`src/rtl/fetch_pipe_ctrl_if.sv`:
```
// ============================================================================
// Module      : fetch_pipe_ctrl_if
// Description : Fetch-stage bundle between the hazard/branch/imem side and
//               the fetch pipeline controller (PC, IF/ID, status).
// Revision    : 1.0 - initial release
// ============================================================================
`default_nettype none

interface fetch_pipe_ctrl_if #(
  parameter int PC_W    = 64,
  parameter int INSTR_W = 32
);
  // Requests and instruction data flowing into the fetch stage
  logic               stall;
  logic               branch_taken;
  logic [PC_W-1:0]    branch_target;
  logic [INSTR_W-1:0] imem_instr;

  // Fetch PC, IF/ID contents and status flowing out of the fetch stage
  logic [PC_W-1:0]    pc_out;
  logic [PC_W-1:0]    ifid_pc;
  logic [INSTR_W-1:0] ifid_instr;
  logic               ifid_valid;
  logic               idex_bubble;
  logic [1:0]         fetch_state;
  logic               stall_timeout;

  // Hazard unit / EX stage / instruction memory side
  modport master (
    output stall, branch_taken, branch_target, imem_instr,
    input  pc_out, ifid_pc, ifid_instr, ifid_valid, idex_bubble,
           fetch_state, stall_timeout
  );

  // Fetch controller side
  modport slave (
    input  stall, branch_taken, branch_target, imem_instr,
    output pc_out, ifid_pc, ifid_instr, ifid_valid, idex_bubble,
           fetch_state, stall_timeout
  );
endinterface

`default_nettype wire

```
`src/rtl/fetch_pipe_ctrl.sv`:
```
// ============================================================================
// Module      : fetch_pipe_ctrl
// Description : Program counter and IF/ID pipeline register owner. Honours
//               load-use stalls (ignored against bubbles), EX-stage branch
//               redirects (branch has priority), and runs a stall watchdog.
//               Optional performance counters: define FETCH_PERF_CNT_EN.
// Revision    : 1.0 - initial release
// ============================================================================
`default_nettype none

module fetch_pipe_ctrl #(
  parameter int                  PC_W      = 64,
  parameter int                  INSTR_W   = 32,
  parameter logic [PC_W-1:0]     RESET_PC  = '0,
  parameter logic [INSTR_W-1:0]  NOP_INSTR = 32'h00000013,
  parameter int unsigned         MAX_STALL = 15
) (
  input  logic        clk,
  input  logic        reset,
`ifdef FETCH_PERF_CNT_EN
  output logic [31:0] perf_stall_cnt,
  output logic [31:0] perf_flush_cnt,
`endif
  fetch_pipe_ctrl_if.slave bus
);

  localparam logic [1:0] ST_RUN      = 2'd0;
  localparam logic [1:0] ST_HOLD     = 2'd1;
  localparam logic [1:0] ST_REDIRECT = 2'd2;

  // Watchdog compare value, truncated to the 4-bit counter width
  localparam logic [3:0] STALL_LIMIT = 4'(MAX_STALL);

  logic [1:0]         state;
  logic [1:0]         next_state;
  logic [PC_W-1:0]    pc;
  logic [PC_W-1:0]    ifid_pc;
  logic [INSTR_W-1:0] ifid_instr;
  logic               ifid_valid;
  logic [3:0]         stall_cnt;
  logic               stall_timeout;
  logic               eff_stall;

  // A stall against a bubble is spurious, and a redirect discards it anyway
  assign eff_stall = bus.stall & ifid_valid & ~bus.branch_taken;

  // FSM state register
  always_ff @(posedge clk or posedge reset) begin
    if (reset) begin
      state <= ST_RUN;
    end else begin
      state <= next_state;
    end
  end

  // FSM next state: redirect beats stall; REDIRECT cannot reach HOLD since
  // IF/ID is a bubble there, which already masks eff_stall
  always_comb begin
    next_state = ST_RUN;
    if (bus.branch_taken) begin
      next_state = ST_REDIRECT;
    end else if (eff_stall) begin
      next_state = ST_HOLD;
    end
  end

  // FSM outputs and the combinational ID/EX bubble request
  always_comb begin
    bus.fetch_state = state;
    bus.idex_bubble = eff_stall | bus.branch_taken;
  end

  // PC and IF/ID register: flush on redirect, hold on stall, else advance
  always_ff @(posedge clk or posedge reset) begin
    if (reset) begin
      pc         <= RESET_PC;
      ifid_pc    <= '0;
      ifid_instr <= NOP_INSTR;
      ifid_valid <= 1'b0;
    end else if (bus.branch_taken) begin
      pc         <= bus.branch_target;
      ifid_pc    <= '0;
      ifid_instr <= NOP_INSTR;
      ifid_valid <= 1'b0;
    end else if (!eff_stall) begin
      pc         <= pc + PC_W'(4);
      ifid_pc    <= pc;
      ifid_instr <= bus.imem_instr;
      ifid_valid <= 1'b1;
    end
  end

  // Watchdog: saturating run-length of effective stalls, sticky trip flag
  always_ff @(posedge clk or posedge reset) begin
    if (reset) begin
      stall_cnt     <= 4'd0;
      stall_timeout <= 1'b0;
    end else if (eff_stall) begin
      if (stall_cnt == STALL_LIMIT) begin
        stall_timeout <= 1'b1;
      end
      if (stall_cnt != 4'hF) begin
        stall_cnt <= stall_cnt + 4'd1;
      end
    end else begin
      stall_cnt <= 4'd0;
    end
  end

`ifdef FETCH_PERF_CNT_EN
  // Free-running event counters, wrapping modulo 2^32
  always_ff @(posedge clk or posedge reset) begin
    if (reset) begin
      perf_stall_cnt <= 32'd0;
      perf_flush_cnt <= 32'd0;
    end else begin
      if (eff_stall) begin
        perf_stall_cnt <= perf_stall_cnt + 32'd1;
      end
      if (bus.branch_taken) begin
        perf_flush_cnt <= perf_flush_cnt + 32'd1;
      end
    end
  end
`endif

  assign bus.pc_out        = pc;
  assign bus.ifid_pc       = ifid_pc;
  assign bus.ifid_instr    = ifid_instr;
  assign bus.ifid_valid    = ifid_valid;
  assign bus.stall_timeout = stall_timeout;

endmodule

`default_nettype wire

```
`src/flat_wrapper.sv`:
```
// flat-port wrapper written by rule: the top's interface ports become plain ports
module fetch_pipe_ctrl_flat 
#(
  parameter int                  PC_W      = 64,
  parameter int                  INSTR_W   = 32,
  parameter logic [PC_W-1:0]     RESET_PC  = '0,
  parameter logic [INSTR_W-1:0]  NOP_INSTR = 32'h00000013,
  parameter int unsigned         MAX_STALL = 15
)
  (clk, reset, bus_stall, bus_branch_taken, bus_branch_target, bus_imem_instr, bus_pc_out, bus_ifid_pc, bus_ifid_instr, bus_ifid_valid, bus_idex_bubble, bus_fetch_state, bus_stall_timeout);
  fetch_pipe_ctrl_if #(.PC_W(PC_W), .INSTR_W(INSTR_W)) bus_i ();
  input  logic clk;
  input  logic reset;
  input wire logic [$bits(bus_i.stall)-1:0] bus_stall;
  input wire logic [$bits(bus_i.branch_taken)-1:0] bus_branch_taken;
  input wire logic [$bits(bus_i.branch_target)-1:0] bus_branch_target;
  input wire logic [$bits(bus_i.imem_instr)-1:0] bus_imem_instr;
  output wire logic [$bits(bus_i.pc_out)-1:0] bus_pc_out;
  output wire logic [$bits(bus_i.ifid_pc)-1:0] bus_ifid_pc;
  output wire logic [$bits(bus_i.ifid_instr)-1:0] bus_ifid_instr;
  output wire logic [$bits(bus_i.ifid_valid)-1:0] bus_ifid_valid;
  output wire logic [$bits(bus_i.idex_bubble)-1:0] bus_idex_bubble;
  output wire logic [$bits(bus_i.fetch_state)-1:0] bus_fetch_state;
  output wire logic [$bits(bus_i.stall_timeout)-1:0] bus_stall_timeout;
  assign bus_i.stall = bus_stall;
  assign bus_i.branch_taken = bus_branch_taken;
  assign bus_i.branch_target = bus_branch_target;
  assign bus_i.imem_instr = bus_imem_instr;
  assign bus_pc_out = bus_i.pc_out;
  assign bus_ifid_pc = bus_i.ifid_pc;
  assign bus_ifid_instr = bus_i.ifid_instr;
  assign bus_ifid_valid = bus_i.ifid_valid;
  assign bus_idex_bubble = bus_i.idex_bubble;
  assign bus_fetch_state = bus_i.fetch_state;
  assign bus_stall_timeout = bus_i.stall_timeout;
  fetch_pipe_ctrl #(.PC_W(PC_W), .INSTR_W(INSTR_W), .RESET_PC(RESET_PC), .NOP_INSTR(NOP_INSTR), .MAX_STALL(MAX_STALL)) u_core (.clk(clk), .reset(reset), .bus(bus_i));
endmodule
```
`config.mk`:
```
export PLATFORM = sky130hd
export DESIGN_NAME = fetch_pipe_ctrl_flat
export DESIGN_NICKNAME = d
export VERILOG_FILES = /design/src/rtl/fetch_pipe_ctrl_if.sv /design/src/rtl/fetch_pipe_ctrl.sv /design/src/flat_wrapper.sv
export SDC_FILE = /design/constraint.sdc
export NUM_CORES = 1
export LEC_CHECK = 0
export BUFFER_PORTS_ARGS = -buffer_cell sky130_fd_sc_hd__buf_4
export CAP_MARGIN = 20
export CORE_MARGIN = 3
export CORE_UTILIZATION = 45
export CTS_BUF_LIST = sky130_fd_sc_hd__clkbuf_4
export CTS_CLUSTER_DIAMETER = 200
export DETAILED_ROUTE_END_ITERATION = 12
export PLACE_DENSITY = 0.7
export SKIP_LAST_GASP = 1
export SLEW_MARGIN = 20
export SYNTH_ARGS = -nofsm -noshare
export SYNTH_HDL_FRONTEND = slang
export SYNTH_SLANG_ARGS = --single-unit
export TNS_END_PERCENT = 5
```
`constraint.sdc`:
```
create_clock -name clk -period 8.2 [get_ports clk]
set_input_delay 0 -clock clk [delete_from_list [all_inputs] [get_ports clk]]
set_output_delay 0 -clock clk [all_outputs]
set_load 0.05 [all_outputs]
```
==> summary.txt, run 1 <==
# IOs = 265
FF-to-FF setup slack = 4.81 ns
status = completed
Critical Path, Cell by Cell = nand2_4, buf_4, nand3_1, or4b_2, xor2_1, o21ai_1, dlygate4sd3_1
HPWL Detailed = 16800 um
Post-Route Utilization = 0.675
Req. time, crit path = 8.65 ns
Clock Latency Late Sink = 0.57 ns
EDFF count, synth = 0
slew margin rel. = 0.352
ANT nets after route = 0
Rows = 48
dpl ws = 5.35 ns
total gr overflow = 0
WL final = 26600 um
CP max stage delay = 0.72 ns
largest net degree at the start of global routing = 120
final non-filler cell total = 1506
final period demand of the worst path = 3.39 ns
crit path max-delay cell type = or4b_2
clk slew on worst S/H paths = 0.15 ns
Initial Util = 0.461
Final period util = 0.414
Syn Area/Cell = 8.86 um2
Synth-to-Final Area Change = 46.4%
1st-pass router iterations = 5
post-synthesis net count = 1006
Setup crit start kind = flip-flop
compound-cell area share of the yosys netlist = 0.123
DRC viols = 0
most common cell after layout, fill and taps aside = buf_4
synthesized area = 0.00801 mm2
static leakage = 5.29 nW
CP bufs+invs = 2
multiplexer area fraction after synthesis = 0.0106
total track usage = 0.267
Die Area = 0.0194 mm2
chip width = 139 um
Fmax = 295 MHz
Post-CTS Setup Bufs = 0
WL per Instance = 17.7 um
GPL Wtd Cong = 0.851
sequential share of the synthesized area = 0.526
Gate Count Post-Synth = 904
CORE AREA = 0.0174 mm2
xor/xnor cell area share of the yosys netlist = 0.0372
count of input and output buffers = 264
setup slack after layout = 4.81 ns
Final Slew Violations = 0
Worst Path Max Fanout = 55
Seq cells post-synth = 168
initial antenna violation count = 2
FFs w/ async S/R, synth = 1.00
Worst Tran Pin Value = 0.972 ns
Clock Tree Buf Depth = 2
RSZ-0062 raised after global routing = no
CTS Hold Buffers Added = 130
first-pass GRT wire length = 42600 um
H-tree lvl count = 4
WS Path Type = flip-flop to flip-flop
CTS tree = done
Fin Setup TNS = 0 ns
CP delay by family, top = simple AND/OR/NAND/NOR gates
clock sink count = 168
placed insts = 1340
synth warn = 0
Primary FF master, synth = dfrtp_1
# nets final = 1366
Synth Area in Simple Gates = 0.269
adder-cell share of the synthesized area = 0.00313
CTS resizes = 0
vias in the first global route = 8173
Hold Path Class = input pin to async pin
Power Density = 180 mW/mm2
Setup crit end kind = flip-flop
CTS Root Buffer Type = clkbuf_4
Final Hold Vio Count = 0
Critical Path AT = 3.85 ns
max-cap violations = 0
most frequent cells in the layout = buf_4, nand2_1, dfrtp_1
largest family of logic cells by synthesized area = simple AND/OR/NAND/NOR gates
clock buffer count from CTS = 17
endpoints failing setup = 0
skew final = 0.0223 ns
vias after detailed routing = 8261
initial DRC count = 533
Synth cell types = 49
vias per cell = 5.49
share of cells above drive strength 1 = 0.256
VDD IR-drop max = 119 uV
Die Ht = 139 um
## state kept, by name, summed over array words and instances, names as in the netlist
signal / count
u_core.bus.fetch_state: 2
u_core.bus.ifid_valid: 1
u_core.bus.pc_out: 64
u_core.bus.ifid_instr: 32
u_core.stall_cnt: 4
u_core.bus.stall_timeout: 1
u_core.bus.ifid_pc: 64
## layout make-up
class	instances	area [um2]
Inverter	6	30.0
Clock buffer	17	128
Clock inverter	15	174
Multi-Input combinational cell	672	3570
Timing Repair Buffer	399	3320
Sequential cell	168	4210
Tap cell	225	282
Fill cell	1402	5640
Antenna cell	4	10.0
## power by group
| group | switching [mW] | internal [mW] |
|---|---|---|
| sequential | 0.0822 | 0.892 |
| combinational | 0.398 | 0.212 |
| clock | 0.314 | 0.213 |
| total | 0.794 | 1.32 |
## synthesized netlist by cell type, types with 6 or more instances
| cell type | number | area share |
|---|---|---|
| buf_1 | 12 | 0.0056 |
| nor2_1 | 36 | 0.017 |
| o31ai_1 | 16 | 0.015 |
| nor3_1 | 14 | 0.0088 |
| dfrtp_1 | 165 | 0.52 |
| xnor2_1 | 19 | 0.021 |
| and3_1 | 11 | 0.0086 |
| nand2_1 | 258 | 0.12 |
| a31oi_1 | 20 | 0.016 |
| inv_1 | 6 | 0.0028 |
| clkbuf_1 | 40 | 0.019 |
| or4_1 | 18 | 0.017 |
| a21oi_1 | 94 | 0.059 |
| o21ai_0 | 34 | 0.021 |
| nand3_1 | 31 | 0.019 |
| and2_1 | 6 | 0.0047 |
| xor2_1 | 15 | 0.016 |
| nor4_1 | 15 | 0.012 |
| nand4_1 | 33 | 0.026 |
## kinds of logic after synthesis
family | Yosys count
adder cells (fa/ha/maj) | 2
multiplexers | 8
buffers and inverters | 64
flip-flops | 168
XOR/XNOR | 34
AND/OR/NAND/NOR | 452
AO/OA/AOI/OAI | 176
## worst min-delay path, delay by kind of cell
kind	cells	cell delay, ns
buffers and inverters	3	1.22
## final timing paths
check                                          from                       end  depth (start not counted)
setup / recovery              u_core.bus.ifid_valid     u_core.bus.pc_out[42]                          7
hold / removal                                reset    u_core.bus.ifid_pc[46]                          3
setup reg to reg              u_core.bus.ifid_valid     u_core.bus.pc_out[42]                          7
hold reg to reg            u_core.bus.stall_timeout  u_core.bus.stall_timeout                          1
max in group asynchronous                     reset      u_core.bus.pc_out[3]                          4
min in group clk              bus_branch_target[10]     u_core.bus.pc_out[10]                          4
## through the flow
step	cell area (um2)	total power, mW	hold slack [ns]
2_1_floorplan	8010	1.34	0.0314
3_3_place_gp	10100	1.54	0.206
3_5_place_dp	10100	1.54	0.212
4_1_cts	11700	2.12	0.142
5_1_grt	11700	2.20	0.168
6_report	11700	2.11	0.128
## routing by layer
metal	global-route usage	vias up	wire length, um
li1	-	3874	-
met1	0.355	3995	11300
met2	0.433	327	12800
met3	0.0619	65	1810
met4	0.0932	0	708
met5	0	-	0
Note: power is estimated with default switching activity, not from simulation.
==> run 2, diff against run 1 <==
clock period = 3.2 ns   (was 8.2 ns; I/O delays follow)
==> summary.txt, run 2 (synthesis gave the netlist of run 1 again) <==
vias after detailed routing = 8088
Fmax = 371 MHz
WL per Instance = 17.7 um
total gr overflow = 0
WP depth = 5
vias per cell = 5.46
1st-pass router iterations = 5
Critical Path Source = u_core.bus.pc_out[28]
Post-CTS Setup Bufs = 0
Rows = 48
ANT nets after route = 0
FF-to-FF Start = u_core.bus.pc_out[28]
Worst Path Max Fanout = 16
first-pass GRT wire length = 42100 um
Synth-to-Final Area Change = 43.8%
GPL Wtd Cong = 0.844
CP max stage delay = 0.66 ns
status = completed
most used cell, CP = nand3_1
clk slew on worst S/H paths = 0.15 ns
Final period util = 0.842
H-tree lvl count = 4
Clock Tree Buf Depth = 2
Critical Path AT = 3.21 ns
final period demand of the worst path = 2.69 ns
vias in the first global route = 7985
Clock Latency Late Sink = 0.60 ns
Req. time, crit path = 3.72 ns
Final Slew Violations = 0
Final Power = 5.39 mW
initial DRC count = 612
crit path max-delay cell type = or4_1
Initial Util = 0.461
final instance area = 0.0115 mm2
Hold Path Class = input pin to async pin
final non-filler cell total = 1482
initial antenna violation count = 0
DRC viols = 0
Die Area = 0.0194 mm2
endpoints failing setup = 0
Die Ht = 139 um
Critical Path, Cell by Cell = nand3_1, nor3_1, nand3_1, or4_1, a31oi_1
clock buffer count from CTS = 17
slew margin rel. = 0.413
total track usage = 0.267
# IOs = 265
RSZ-0062 raised after global routing = no
Worst Tran Pin Value = 0.879 ns
largest net degree at the start of global routing = 115
VDD IR-drop max = 292 uV
WS Path Type = flip-flop to flip-flop
skew final = 0.0237 ns
share of cells above drive strength 1 = 0.268
Setup crit end kind = flip-flop
clock sink count = 168
CORE AREA = 0.0174 mm2
WL final = 26200 um
Setup crit start kind = flip-flop
n_diodes = 0
CTS Hold Buffers Added = 99
most common cell after layout, fill and taps aside = buf_4
CTS resizes = 0
max-cap violations = 0
count of input and output buffers = 264
HPWL Detailed = 17500 um
Placement Cell Area = 0.0102 mm2
dpl ws = 0.619 ns
Power Density = 468 mW/mm2
CP delay by family, top = simple AND/OR/NAND/NOR gates
Final Hold Vio Count = 0
static leakage = 5.24 nW
CTS tree = done
most frequent cells in the layout = buf_4, nand2_1, dfrtp_1
FF-to-FF path depth = 5
CTS Root Buffer Type = clkbuf_4
CP bufs+invs = 0
# nets final = 1346
chip width = 139 um
setup slack after layout = 0.506 ns
placed insts = 1350
Fin Setup TNS = 0 ns
run 2: cell count changes in the layout (fill, tap and decap cells not counted):
cell and change:
clkinv_1 -1, dlygate4sd3_1 -30, diode_2 -4, inv_1 +1
buf_4 +7, buf_6 +1, clkinv_2 -1, inv_6 -1
clkinvlp_4 +1, buf_12 +2, clkbuf_4 +1
run 2: worst paths after layout:
| check | slack (ns) | endpoint |
|---|---|---|
| setup / recovery | 0.51 | u_core.bus.pc_out[59] |
| hold / removal | 0.12 | u_core.bus.ifid_pc[46] |
| setup reg to reg | 0.51 | u_core.bus.pc_out[59] |
| hold reg to reg | 0.50 | u_core.bus.ifid_instr[4] |
| max in group asynchronous | 2.21 | u_core.bus.ifid_instr[1] |
| min in group clk | 0.14 | u_core.bus.pc_out[12] |
run 2: routing by layer:
layer | vias to the layer above | global-route usage | share of wire
met5 | - | 0 | 0
met4 | 0 | 0.0700 | 0.021
met3 | 51 | 0.0663 | 0.072
met2 | 305 | 0.444 | 0.49
met1 | 3896 | 0.353 | 0.42
li1 | 3836 | - | -
run 2: worst min-delay path, stage by stage:
cell,delay (ns)
dlygate4sd3_1,0.54
buf_4,0.14
clkinvlp_4,0.57
run 2: stage by stage:
stage / utilization / hold WS [ns]
after floorplan: - / 0.0314
after global placement: 0.588 / 0.209
after detailed placement: 0.588 / 0.213
after CTS: 0.663 / 0.000750
after global routing: 0.663 / 0.117
final: 0.663 / 0.125
run 2: power by group:
| part | total (mW) | switching [mW] | internal (mW) |
|---|---|---|---|
| Sequential | 2.49 | 0.207 | 2.29 |
| Clock | 1.36 | 0.799 | 0.556 |
| Combinational | 1.55 | 1.02 | 0.526 |
| Total | 5.39 | 2.03 | 3.37 |
run 2: cell type report:
type	count	area, um2
multi-input combinational	672	3570
clock inverter	14	171
fill	1432	5840
timing repair buffer	379	3130
clock buffer	18	135
sequential	168	4210
tap	225	282
inverter	6	26.3
==> run 3, diff against run 2 <==
PLACE_DENSITY = 0.73   (was 0.7)
clock period = 2.3 ns   (was 3.2 ns; I/O delays follow)
==> summary.txt, run 3 (synthesis gave the netlist of run 1 again) <==
status = completed
Final Hold Vio Count = 0
FF-to-FF Start = u_core.bus.pc_out[16]
Switching Fraction = 0.355
Post-CTS Setup Bufs = 0
chip width = 139 um
most common cell after layout, fill and taps aside = buf_4
Global Route met2 Usage = 0.457
total track usage = 0.277
GPL Wtd Cong = 0.845
Fin Setup TNS = 0 ns
Setup crit end kind = flip-flop
WL final = 26800 um
largest net degree at the start of global routing = 134
slew margin rel. = 0.491
most frequent cells in the layout = buf_4, nand2_1, dfrtp_1
ANT nets after route = 0
Clock Latency Late Sink = 0.55 ns
final period demand of the worst path = 2.22 ns
GRT Max-Usage Layer = met2
Setup crit start kind = flip-flop
global-route met1 utilization = 0.359
initial antenna violation count = 1
Int Pwr = 5.11 mW
Hold Path Class = input pin to async pin
Post-Route Utilization = 0.697
vias in the first global route = 8465
Die Area = 0.0194 mm2
crit path max-delay cell type = or4_4
Initial Util = 0.461
clock buffer count from CTS = 17
FF-to-FF path depth = 5
CORE AREA = 0.0174 mm2
max-cap violations = 0
Fmax = 450 MHz
Synth-to-Final Area Change = 51.1%
fillcell total = 1306
# IOs = 265
Clock Tree Buf Depth = 2
VDD IR-drop max = 343 uV
skew final = 0.0153 ns
WL per Instance = 17.3 um
FF-to-FF setup slack = 0.08 ns
Power Density = 655 mW/mm2
endpoints failing setup = 0
Placement Cell Area = 0.0106 mm2
static leakage = 5.57 nW
share of cells above drive strength 1 = 0.297
vias per cell = 5.47
WS Path Type = flip-flop to flip-flop
clk slew on worst S/H paths = 0.14 ns
Die Ht = 139 um
CP max stage delay = 0.58 ns
vias after detailed routing = 8469
total gr overflow = 0
1st-pass router iterations = 5
HPWL Detailed = 17800 um
first-pass GRT wire length = 44000 um
# nets final = 1410
P_sw = 2.81 mW
clock network fraction of total power = 0.274
count of input and output buffers = 264
Worst Tran Pin Value = 0.763 ns
Final Slew Violations = 0
met3 usage = 0.0701
Req. time, crit path = 2.78 ns
combinational share of power = 0.300
Sequential Power Share = 0.426
Critical Path AT = 2.70 ns
initial DRC count = 713
Worst Path Max Fanout = 6
reg2reg end = u_core.bus.pc_out[58]
H-tree lvl count = 4
DRC viols = 0
Final period util = 0.967
clock sink count = 168
CTS Root Buffer Type = clkbuf_4
final instance area = 0.0121 mm2
RSZ-0062 raised after global routing = yes
CTS tree = done
Critical Path, Cell by Cell = nand3_4, or4_4, or2_4, or4_1, a31oi_1
Rows = 48
[run 3: cell types whose count changed in the layout (fill, tap and decap cells not counted)]
cell           change
clkinv_1           +1
clkbuf_4           -1
nor4_2             +1
clkinv_2           -1
inv_1              -1
dlygate4sd3_1     +10
diode_2            +1
nor4_1             -1
inv_6              -1
buf_6              -1
bufinv_16          +3
buf_4             +55
[run 3: layout make-up]
class	count	area [um2]	area share
Clock buffer	17	128	0.0106
Timing Repair Buffer	443	3630	0.300
Sequential cell	168	4210	0.348
Clock inverter	15	248	0.0205
Tap cell	225	282	0.0233
Antenna cell	1	2.50	0.000207
Multi-Input combinational cell	672	3570	0.295
Inverter	6	26.3	0.00217
[run 3: power by group through the flow]
stage	Sequential (mW)	Clock, mW	Combinational [mW]
5_1_grt	3.41	2.35	2.52
3_5_place_dp	3.43	0	2.20
4_1_cts	3.37	2.22	2.37
6_report	3.38	2.17	2.38
2_1_floorplan	4.25	0	0.529
3_3_place_gp	3.42	0	2.18
[run 3: how the worst max path moves through the flow]
stage	from	endpoint	depth (start not counted)
floorplan	u_core.bus.pc_out[2]	u_core.bus.pc_out[58]	6
global placement	u_core.bus.pc_out[16]	u_core.bus.pc_out[58]	5
detailed placement	u_core.bus.pc_out[16]	u_core.bus.pc_out[58]	5
CTS	u_core.bus.pc_out[16]	u_core.bus.pc_out[58]	5
global route	u_core.bus.ifid_valid	u_core.bus.ifid_pc[55]	5
finish	u_core.bus.pc_out[16]	u_core.bus.pc_out[58]	5
[run 3: routing by layer]
metal | up-vias | part of all wire
li1 | 3970 | -
met1 | 4083 | 0.40
met2 | 362 | 0.50
met3 | 54 | 0.078
met4 | 0 | 0.025
met5 | - | 0
[run 3: critical path, delay by kind of cell (launching register included)]
family | cells | cell delay, ns
compound gates | 1 | 0.17
simple gates | 4 | 1.51
flops | 1 | 0.47
[run 3: through the flow]
stage / cells / setup slack (ns) / hold WS (ns) / power, mW
2_1_floorplan: 904 / -0.308 / 0.0314 / 4.78
3_3_place_gp: 1404 / 0.143 / 0.190 / 5.60
3_5_place_dp: 1404 / 0.118 / 0.198 / 5.63
4_1_cts: 1546 / 0.0789 / 0.133 / 7.96
5_1_grt: 1547 / -0.0304 / 0.146 / 8.28
6_report: 1547 / 0.0761 / 0.155 / 7.93
[run 3: what timing repair did]
action / CTS / global route
resized for setup: 0 / 1
endpoints found under the setup margin: 0 / 3
hold buffers: 110 / 0
hold endpoints to repair: 284 / 0
